**src/rtl/keypad_scanner.sv**
```systemverilog
// 4x3 matrix keypad scanner: rotates an active-low row drive, debounces the
// synchronised columns and emits one encoded key code plus a strobe per press.
module keypad_scanner #(
  parameter int SCAN_DIV = 16,
  parameter int DEBOUNCE = 8,
  parameter int CNT_W    = 16
) (
  input  logic       clk,
  input  logic       rst,
  input  logic       enable,
  input  logic [2:0] col_n,
  output logic [3:0] row_n,
  output logic [3:0] key_code,
  output logic       key_valid,
  output logic       key_held
);

  typedef enum logic [1:0] {SCAN, DEB_PRESS, ACCEPT, WAIT_REL} state_t;

  localparam logic [CNT_W-1:0] DWELL_LAST = CNT_W'(SCAN_DIV - 1);
  localparam logic [CNT_W-1:0] DEB_LAST   = CNT_W'(DEBOUNCE - 1);

  state_t           state_q, state_d;
  logic [2:0]       sync1_q, cs_q;
  logic [1:0]       row_q, row_d;
  logic [CNT_W-1:0] dwell_q, dwell_d, deb_q, deb_d;
  logic [2:0]       cap_q, cap_d;
  logic [3:0]       code_q, code_d;
  logic             valid_q, valid_d, held_q, held_d;
  logic             one_low;

  function automatic logic [3:0] encode(input logic [1:0] r, input logic [2:0] c_n);
    logic [3:0] col;
    case (c_n)
      3'b110:  col = 4'd0;
      3'b101:  col = 4'd1;
      default: col = 4'd2;
    endcase
    // Bottom row is *, 0, # rather than continuing the digit sequence.
    if (r == 2'd3)
      encode = (col == 4'd0) ? 4'd10 : (col == 4'd1) ? 4'd0 : 4'd11;
    else
      encode = {2'b00, r} * 4'd3 + col + 4'd1;
  endfunction

  assign one_low = (cs_q == 3'b110) || (cs_q == 3'b101) || (cs_q == 3'b011);

  always_comb begin
    state_d = state_q;
    row_d   = row_q;
    dwell_d = dwell_q;
    deb_d   = deb_q;
    cap_d   = cap_q;
    code_d  = code_q;
    valid_d = 1'b0;
    held_d  = held_q;
    case (state_q)
      SCAN: begin
        if (dwell_q == DWELL_LAST) begin
          dwell_d = '0;
          // Ghosted multi-key patterns are treated like no key.
          if (one_low) begin
            cap_d   = cs_q;
            deb_d   = CNT_W'(1);
            state_d = DEB_PRESS;
          end else begin
            row_d = row_q + 2'd1;
          end
        end else begin
          dwell_d = dwell_q + 1'b1;
        end
      end
      DEB_PRESS: begin
        if (cs_q == cap_q) begin
          if (deb_q == DEB_LAST) begin
            deb_d   = '0;
            state_d = ACCEPT;
          end else begin
            deb_d = deb_q + 1'b1;
          end
        end else begin
          dwell_d = '0;
          deb_d   = '0;
          state_d = SCAN;
        end
      end
      ACCEPT: begin
        code_d  = encode(row_q, cap_q);
        valid_d = 1'b1;
        held_d  = 1'b1;
        deb_d   = '0;
        state_d = WAIT_REL;
      end
      default: begin
        if (cs_q == 3'b111) begin
          if (deb_q == DEB_LAST) begin
            held_d  = 1'b0;
            row_d   = row_q + 2'd1;
            dwell_d = '0;
            deb_d   = '0;
            state_d = SCAN;
          end else begin
            deb_d = deb_q + 1'b1;
          end
        end else begin
          deb_d = '0;
        end
      end
    endcase
    if (!enable) begin
      state_d = SCAN;
      row_d   = 2'd0;
      dwell_d = '0;
      deb_d   = '0;
      held_d  = 1'b0;
      valid_d = 1'b0;
      code_d  = code_q;
    end
  end

  always_ff @(posedge clk or posedge rst) begin
    if (rst) begin
      state_q <= SCAN;
      sync1_q <= 3'b111;
      cs_q    <= 3'b111;
      row_q   <= 2'd0;
      dwell_q <= '0;
      deb_q   <= '0;
      cap_q   <= 3'b111;
      code_q  <= 4'b1111;
      valid_q <= 1'b0;
      held_q  <= 1'b0;
    end else begin
      state_q <= state_d;
      sync1_q <= col_n;
      cs_q    <= sync1_q;
      row_q   <= row_d;
      dwell_q <= dwell_d;
      deb_q   <= deb_d;
      cap_q   <= cap_d;
      code_q  <= code_d;
      valid_q <= valid_d;
      held_q  <= held_d;
    end
  end

  assign row_n     = enable ? ~(4'b0001 << row_q) : 4'b1111;
  assign key_code  = code_q;
  assign key_valid = valid_q;
  assign key_held  = held_q;

endmodule

```
**config.mk**
```make
export PLATFORM = sky130hd
export DESIGN_NAME = keypad_scanner
export DESIGN_NICKNAME = d
export VERILOG_FILES = /design/src/rtl/keypad_scanner.sv
export SDC_FILE = /design/constraint.sdc
export NUM_CORES = 1
export LEC_CHECK = 0
export CORE_UTILIZATION = 30
export CTS_CLUSTER_SIZE = 30
export DETAILED_ROUTE_END_ITERATION = 8
export GPL_ROUTABILITY_DRIVEN = 0
export PLACE_DENSITY_LB_ADDON = 0.08
export SYNTH_ARGS = -nofsm -noshare
export SYNTH_HDL_FRONTEND = slang
export SYNTH_SLANG_ARGS = --single-unit
```
**constraint.sdc**
```tcl
create_clock -name clk -period 2.98 [get_ports clk]
set_input_delay 0.447 -clock clk [delete_from_list [all_inputs] [get_ports clk]]
set_output_delay 0.447 -clock clk [all_outputs]
set_load 0.05 [all_outputs]
```
==> impl_metrics.json <==
{
  "clkSlewWorstSetupHoldPaths_ns": 0.11,
  "drv_slew": 0,
  "synth.largest_area_cell": "dfrtp_1",
  "rows": 35,
  "path_max_fanout": 17,
  "synth_area_sq_um": 2920,
  "synthTopCellsByArea": "dfrtp_1 33%, dfstp_2 12%, ha_1 5.6%",
  "max_freq_ghz": 0.400,
  "cts_tree": "yes",
  "synth_top_family_by_area": "simple AND/OR/NAND/NOR gates",
  "p_leak_uw": 0.00133,
  "cts_buffers": 5,
  "drt_wl_total_mm": 6.39,
  "final_cell_mix": "38 x dfrtp_1, 37 x nand2_1, 30 x o21ai_0, 29 x nor2_1, 16 x xnor2_1",
  "yosysUniqueCellTypes": 51,
  "multi_input_area_sq_um": 1520,
  "grt_pass1_wl_mm": 11.1,
  "grt_max_degree": 35,
  "die_h_microns": 101,
  "crit_path_max_incr_delay_ns": 0.94,
  "crit_type": "reg -> reg",
  "post-route-period-util_pct": 84.0,
  "cts_resized": 0,
  "fin_nets": 350,
  "cp.arrival_ns": 2.74,
  "cts_setup_buffers": 0,
  "core_area_sq_um": 9330,
  "track_usage_pct": 13.9,
  "setup_viol": 0,
  "synthCells": 311,
  "final_cells": 459,
  "fillers": 981,
  "start_util_pct": 31.3,
  "mappedNetlistNets": 332,
  "stdcell_area_sq_um": 3320,
  "ys_ff_latch": 51,
  "ir_drop_mv": 0.237,
  "skew_ns": 0.0122,
  "dr.pass1.iters": 4,
  "clk_latency_ns": 0.31,
  "start_kind": "register",
  "period_minus_slack_ns": 2.50,
  "required_ns": 3.21,
  "placed_area_sq_um": 3230,
  "vias_per_cell": 4.93,
  "dieArea_sq_um": 10100,
  "synth_edf_count": 0,
  "cpLargestDelayFamily": "compound AO/OA/AOI/OAI gates",
  "status": "finished clean",
  "vias": 2264,
  "dp.cells": 451,
  "fin_ws_ns": 0.478,
  "whs_ns": 0.353,
  "tightest_slew_ns": 1.18,
  "synthAdderAreaFrac_pct": 6.94,
  "cap_violations": 0,
  "synth_xor_area_share_pct": 5.10,
  "clk_path_buf_depth": 2,
  "crit_buf_inv": 0,
  "cts_hold_buf": 0,
  "htreeDepth": 2,
  "drc": 0,
  "dp_hpwl_mm": 4.56,
  "hold_viol": 0,
  "critPathMostFrequentCell": "o21ai_0",
  "synthMuxAreaShare_pct": 2.57,
  "drt-initial-drc-count": 52,
  "synth_compound_area_share_pct": 12.6,
  "io_pins": 16,
  "worstPathCellList": "ha_1 > nor4bb_1 > nand4_1 > o21ai_0 > a21boi_1 > o21ai_0 > o21ai_0",
  "diodes": 0,
  "post_drt_wl_per_cell_microns": 13.9,
  "grt_pass1_vias": 2144,
  "grt_remaining_overflow": 0,
  "die_x_microns": 101,
  "cts.sinks": 51,
  "slowest_stage": "a21boi_1",
  "drive_gt1_share_pct": 14.2,
  "async_flop_share_pct": 100,
  "powerDensity_nw_per_um2": 536,
  "ys.flop_type": "dfrtp_1",
  "port_buffers": 15,
  "synthSimpleGateAreaFrac_pct": 24.9,
  "ys_seq_area_share_pct": 44.3,
  "root_buffer": "clkbuf_8",
  "pre_cts_ws_ns": 0.268,
  "grt_antenna_before_repair": 0,
  "final_common_cell": "dfrtp_1",
  "syn_area_per_cell_sq_um": 9.39,
  "hold_path.class": "reg -> reg",
  "ys_warn_count": 0,
  "end_kind": "register",
  "synth_top_area_share_pct": 32.6,
  "antenna_left": 0,
  "finalSetupTns_ns": 0,
  "synthToLayoutAreaGrowth_pct": 13.8,
  "register_area_sq_um": 1290,
  "rsz0062_at_grt": "no",
  "slew_headroom_pct": 21.3
}
==> kinds of logic after synthesis <==
kind of cell,count (synthesis)
buffers and inverters,22
muxes,7
adders and majority gates,15
AOI/OAI and AO/OA,62
DFF,51
and+or+nand+nor,137
xor gates and xnor gates,17
==> power breakdown <==
group | switching, uW | total [uW] | internal, uW
combinational | 357 | 547 | 190
clock | 254 | 418 | 164
sequential | 51.1 | 815 | 764
==> stage by stage <==
step,power (uW),util [%]
floorplan,1230,-
global placement,1390,34.7
detailed placement,1390,34.7
CTS,1810,35.6
global route,1910,35.6
finish,1780,35.6
==> metal layers <==
| layer | track usage (%) | routed length [microns] | vias to the layer above |
|---|---|---|---|
| met5 | 0 | 0 | - |
| met4 | 3.34 | 53 | 0 |
| met3 | 2.50 | 134 | 4 |
| met2 | 21.8 | 2960 | 21 |
| met1 | 19.9 | 3250 | 1102 |
| li1 | - | - | 1137 |
==> layout make-up <==
cell class                      instances  share of cell area, %
Tap cell                              129                   4.86
Timing Repair Buffer                   23                   6.70
Inverter                               10                   1.13
Sequential cell                        51                   38.9
Clock inverter                          3                  0.603
Multi-Input combinational cell        238                   45.7
Clock buffer                            5                   2.07
==> worst paths after layout <==
kind                                 start    endpoint  slack [ns]  depth (start not counted)
worst max-delay path              deb_q[0]  dwell_q[7]        0.48                          7
worst min register to register  sync1_q[1]     cs_q[1]        0.35                          0
worst min-delay path            sync1_q[1]     cs_q[1]        0.35                          0
max in group asynchronous              rst    cap_q[2]        1.94                          3
min in group asynchronous              rst   deb_q[15]        0.44                          2
worst max register to register    deb_q[0]  dwell_q[7]        0.48                          7
==> registers in the layout, summed over array words and instances, names as in the netlist <==
| register | count |
|---|---|
| key_held | 1 |
| deb_q | 16 |
| key_valid | 1 |
| cap_q | 3 |
| dwell_q | 16 |
| state_q | 2 |
| row_q | 2 |
| key_code | 4 |
| cs_q | 3 |
| sync1_q | 3 |
==> synth_stat cells (2+ instances only) <==
library cell  number
mux2i_1            3
a21oi_1           10
fa_1               2
nor2b_1            2
o31ai_1            5
nor3_1             9
buf_2              3
o21ai_0           30
or4_1              2
nor2_1            29
dfstp_2           13
nand2_1           37
nor3b_1            6
ha_1              13
a31oi_1            6
mux2_2             4
inv_1             10
xnor2_1           16
nor4_1             4
and2_1             2
o21ai_1            2
nor3_2             3
nand3_1           14
nor2_2             3
nand4_1            9
and3_1             6
dfrtp_1           38
or2_2              2
clkbuf_1           6
Note: power is estimated with default switching activity, not from simulation.
==> RTL change 1: new RTL, same settings <==
Change the parameter `CNT_W` from 16 to 32.
--- a/src/rtl/keypad_scanner.sv
+++ b/src/rtl/keypad_scanner.sv
@@ -4,5 +4,5 @@
   parameter int SCAN_DIV = 16,
   parameter int DEBOUNCE = 8,
-  parameter int CNT_W    = 16
+  parameter int CNT_W    = 32
 ) (
   input  logic       clk,
Behaviour: same outputs for any inputs over 10 cycles, from zero or initial values and one cycle with rst high; that may be too few to reach the edited logic, so the function may still have changed.
==> RTL change 1 against the unedited design <==
- final area increased by 73%
- cell count increased by 73%
- total power increased by 69%
- highest routed layer unchanged
- sequential cell count increased by 32
- setup slack got worse by 0.11 ns
- non-clock buffer count increased by 8
- clock power increased to 3.1 times the old value
- fmax decreased by 4.0%
- routed wire length increased by 110%
- synthesized area increased by 71%
- synthesized cell count increased by 80%
==> RTL change 1: results (changes against the unedited design) <==
| Metric | Value |
|---|---|
| Average size of a mapped cell | 8.89 sq um (was 9.39 sq um) |
| Largest net degree at the start of global routing | 48 (was 35) |
| Top post-synthesis cells by area | dfrtp_1, o21ai_0, dfstp_2 (was dfrtp_1, dfstp_2, ha_1) |
| PortBufs | 15 (unchanged) |
| Sequential-to-total area share from yosys stat | 42.0% (was 44.3%) |
| H-Tree Level Count | 3 (was 2) |
| Number of nets in the layout | 593 (was 350) |
| Global-route wire length before repair | 22.1 mm (was 11.1 mm) |
| Drt pass-1 iters | 4 (unchanged) |
| Outcome | completed (unchanged) |
| Hpwl dp | 8.95 mm (was 4.56 mm) |
| CTS Buffer Depth | 2 (unchanged) |
| N_diodes | 0 (unchanged) |
| Hold crit path type | reg2reg (unchanged) |
| Leakage | 2.42 nW (was 1.33 nW) |
| Placed cell count | 777 (was 451) |
| Synth cell count leaders | dfrtp_1, o21ai_0, nand2_1 (was dfrtp_1, nand2_1, o21ai_0) |
| Syn nets | 582 (was 332) |
| Async S/R FF share, synth | 100% (unchanged) |
| Post-DR wirelength/cell | 16.5 microns (was 13.9 microns) |
| CP Max Fanout | 13 (was 17) |
| Share of cells above drive strength 1 | 9.71% (was 14.2%) |
| Max rail drop VDD | 0.000333 V (was 0.000237 V) |
| Vias/cell | 5.46 (was 4.93) |
| Setup slack at placement | 0.350 ns (was 0.268 ns) |
| CTS buffer count | 9 (was 5) |
| Synth Flop Type | dfrtp_1 (unchanged) |
| Clock-pin slew on the worst setup and hold paths | 0.07 ns (was 0.11 ns) |
| Total GRT Usage | 16.7% (was 13.9%) |
| Clk_skew | 0.0103 ns (was 0.0122 ns) |
| Initial antenna violation count | 0 (unchanged) |
| Crit path arrival time | 2.89 ns (was 2.74 ns) |
| Total number of vias | 4332 (was 2264) |
| Initial DRC Count | 211 (was 52) |
| CTS resizes | 0 (unchanged) |
| Vias in the first global route | 4176 (was 2144) |
| Relative slew slack | 35.7% (was 21.3%) |
| Worst-Skew Late Latency | 0.35 ns (was 0.31 ns) |
| Number of fill cells in the layout | 1660 (was 981) |
| Number of distinct library cells after synthesis | 53 (was 51) |
| Yosys warns | 0 (unchanged) |
| Root Buffer | clkbuf_16 (was clkbuf_8) |
RTL change 1: critical path: stages (launching register included):
cell and delay, ns:
dfrtp_1 0.47, nor4_1 0.40, nand4_1 0.23, nor3_4 0.40, nor2_4 0.05, nor2_1 0.75
a22o_1 0.24
RTL change 1: final cells by class:
type,count,share of cell area [%]
Inverter,27,1.79
Tap cell,216,4.71
Clock buffer,11,4.05
Clock inverter,5,1.79
Sequential cell,83,36.5
Timing Repair Buffer,31,4.93
Multi-Input combinational cell,420,46.3
RTL change 1: per-stage QoR:
step	cell area (sq um)	total power [mW]
after global routing	5740	3.17
after global placement	5410	1.74
final	5740	3.01
after floorplan	4990	1.58
after detailed placement	5410	1.74
after CTS	5740	3.07
RTL change 1: path summary, 6_finish.rpt:
path	slack, ns	cells after the start	endpoint	start
worst min register to register	0.36	0	cs_q[0]$_DFF_PP1_	sync1_q[0]$_DFF_PP1_
min in group asynchronous	0.51	2	key_valid$_DFF_PP0_	rst
worst min-delay path	0.36	0	cs_q[0]$_DFF_PP1_	sync1_q[0]$_DFF_PP1_
worst max register to register	0.37	6	deb_q[14]$_DFFE_PP0P_	dwell_q[15]$_DFFE_PP0P_
worst max-delay path	0.37	6	deb_q[14]$_DFFE_PP0P_	dwell_q[15]$_DFFE_PP0P_
max in group asynchronous	1.73	3	sync1_q[1]$_DFF_PP1_	rst
RTL change 1: where the power goes:
part           leakage, nW  switching (mW)  internal [mW]
registers             1.11          0.0318           1.16
logic                 1.15           0.360          0.174
clock network        0.160           0.475          0.819
total                 2.42           0.866           2.15
RTL change 1: cells by family after synthesis:
family,count (synthesis),share of synthesized area (%)
flops,83,42.0
buf+inv,58,5.04
compound gates,167,19.6
fa+ha+maj,15,4.07
simple gates,223,26.5
xor+xnor,9,1.58
mux,6,1.28
RTL change 1: per-layer routing:
| metal | wire length (microns) | share of wire, % | global-route usage (%) |
|---|---|---|---|
| met1 | 6280 | 48 | 21.7 |
| met2 | 6320 | 48 | 28.0 |
| met3 | 388 | 3.0 | 4.07 |
| met4 | 115 | 0.88 | 4.12 |
| met5 | 0 | 0 | 0 |
==> RTL change 2: new RTL, same settings <==
Made on the original files. Make the reset (`rst`) synchronous in one clocked block.
--- a/src/rtl/keypad_scanner.sv
+++ b/src/rtl/keypad_scanner.sv
@@ -119,5 +119,5 @@
   end
 
-  always_ff @(posedge clk or posedge rst) begin
+  always_ff @(posedge clk) begin
     if (rst) begin
       state_q <= SCAN;
Check against the original RTL: no difference found for any inputs over 10 cycles, from zero or initial values and one cycle with rst high; that may be too few to reach the edited logic, so the function may still have changed.
==> RTL change 2 against the unedited design <==
- final area fell by 2.6%
- synthesized area down 3.7%
- setup slack worse by 0.16 ns
- routed wire length is 7.0% higher
- sequential cell count did not move
- critical path type unchanged
- cell count is 1.3% lower
- utilization is 0.79 points higher
Power is not compared: it rests on default switching activity, and its combinational part moved more than twofold at a synthesized area within 25%.
==> RTL change 2: results (changes against the unedited design) <==
| Metric | Value |
|---|---|
| H-Tree Level Count | 2 (unchanged) |
| Clk_skew | 0.00936 ns (was 0.0122 ns) |
| Clock-pin slew on the worst setup and hold paths | 0.10 ns |
| Syn nets | 346 (was 332) |
| Relative slew slack | 28.0% (was 21.3%) |
| Post-DR wirelength/cell | 15.1 microns (was 13.9 microns) |
| Yosys warns | 0 (unchanged) |
| Seq pwr share | 56.1% |
| CTS buffer count | 5 (unchanged) |
| Max rail drop VDD | 0.000146 V |
| Hold crit path type | reg2reg (unchanged) |
| Crit path arrival time | 2.91 ns (was 2.74 ns) |
| Number of nets in the layout | 365 (was 350) |
| Number of fill cells in the layout | 926 (was 981) |
| Placed cell count | 446 (was 451) |
| Setup slack at placement | 0.330 ns (was 0.268 ns) |
| Sequential-to-total area share from yosys stat | 36.3% (was 44.3%) |
| Outcome | completed (unchanged) |
| Top post-synthesis cells by area | dfxtp_1, ha_1, or4_1 (was dfrtp_1, dfstp_2, ha_1) |
| Hpwl dp | 4.77 mm (was 4.56 mm) |
| Global-route wire length before repair | 12.1 mm (was 11.1 mm) |
| Share of cells above drive strength 1 | 10.4% (was 14.2%) |
| Worst-Skew Late Latency | 0.31 ns (about the same) |
| Cell Area, Placed | 3130 sq um (was 3230 sq um) |
| Initial DRC Count | 74 (was 52) |
| Logic gate share of total power | 3.9% |
| Synth cell count leaders | dfxtp_1, nand2_1, a21oi_1 (was dfrtp_1, nand2_1, o21ai_0) |
| Overall power | 1.23 mW |
| Psw | 0.280 mW |
| Vias/cell | 5.51 (was 4.93) |
| Largest net degree at the start of global routing | 31 (was 35) |
| Initial antenna violation count | 0 (unchanged) |
| CTS Buffer Depth | 2 (unchanged) |
| Leakage | 1.04 nW |
| Async S/R FF share, synth | 0% (was 100%) |
| CTS resizes | 0 (unchanged) |
| Syn Inst Count | 326 (was 311) |
| Post CTS Setup Buffer Count | 0 (unchanged) |
| Total wire length | 6.84 mm (was 6.39 mm) |
| Vias in the first global route | 2415 (was 2144) |
| Total GRT Usage | 15.3% (was 13.9%) |
| N_diodes | 0 (unchanged) |
| PortBufs | 15 (unchanged) |
| Root Buffer | clkbuf_8 (unchanged) |
| Drt pass-1 iters | 7 (was 4) |
| Synth Flop Type | dfxtp_1 (was dfrtp_1) |
| CP Max Fanout | 22 (was 17) |
| Number of distinct library cells after synthesis | 53 (was 51) |
RTL change 2: cell families (layout without fill, tap and decap cells):
logic type | Yosys count | count (layout) | share of synthesized area, %
flops | 51 | 51 | 36.3
xor+xnor | 8 | 8 | 2.49
simple gates | 122 | 122 | 25.4
mux | 1 | 1 | 0.356
compound gates | 101 | 101 | 24.8
fa+ha+maj | 14 | 14 | 6.49
buf+inv | 29 | 48 | 4.18
RTL change 2: routing by layer:
layer | up-vias | GRT usage, % | routed length (microns)
li1 | 1296 | - | -
met1 | 1153 | 21.5 | 3630
met2 | 38 | 24.1 | 2910
met3 | 11 | 2.48 | 196
met4 | 0 | 4.48 | 108
met5 | - | 0 | 0
RTL change 2: cell type report:
cell class	instances	area [sq um]	share of cell area, %
sequential	51	1020	31.5
multi-input combinational	246	1680	52.0
clock buffer	5	68.8	2.13
timing repair buffer	27	240	7.42
clock inverter	2	37.5	1.16
inverter	14	52.6	1.62
tap	108	135	4.17
RTL change 2: worst paths after layout:
path         cells past startpoint  slack (ns)             startpoint                       to
max                              7        0.32  deb_q[0]$_SDFFE_PP0P_  dwell_q[9]$_SDFFE_PP0P_
min                              1        0.42  sync1_q[1]$_SDFF_PP1_       cs_q[1]$_SDFF_PP1_
max reg2reg                      7        0.32  deb_q[0]$_SDFFE_PP0P_  dwell_q[9]$_SDFFE_PP0P_
min reg2reg                      1        0.42  sync1_q[1]$_SDFF_PP1_       cs_q[1]$_SDFF_PP1_
RTL change 2: critical path, cell delays in order, from the launching register on:
cell and delay (ns):
dfxtp_1 0.42, ha_1 0.25, nor4b_1 0.36, and4_1 0.38, o311ai_2 0.23, buf_4 0.29, or4_1 0.51, a21oi_1 0.15
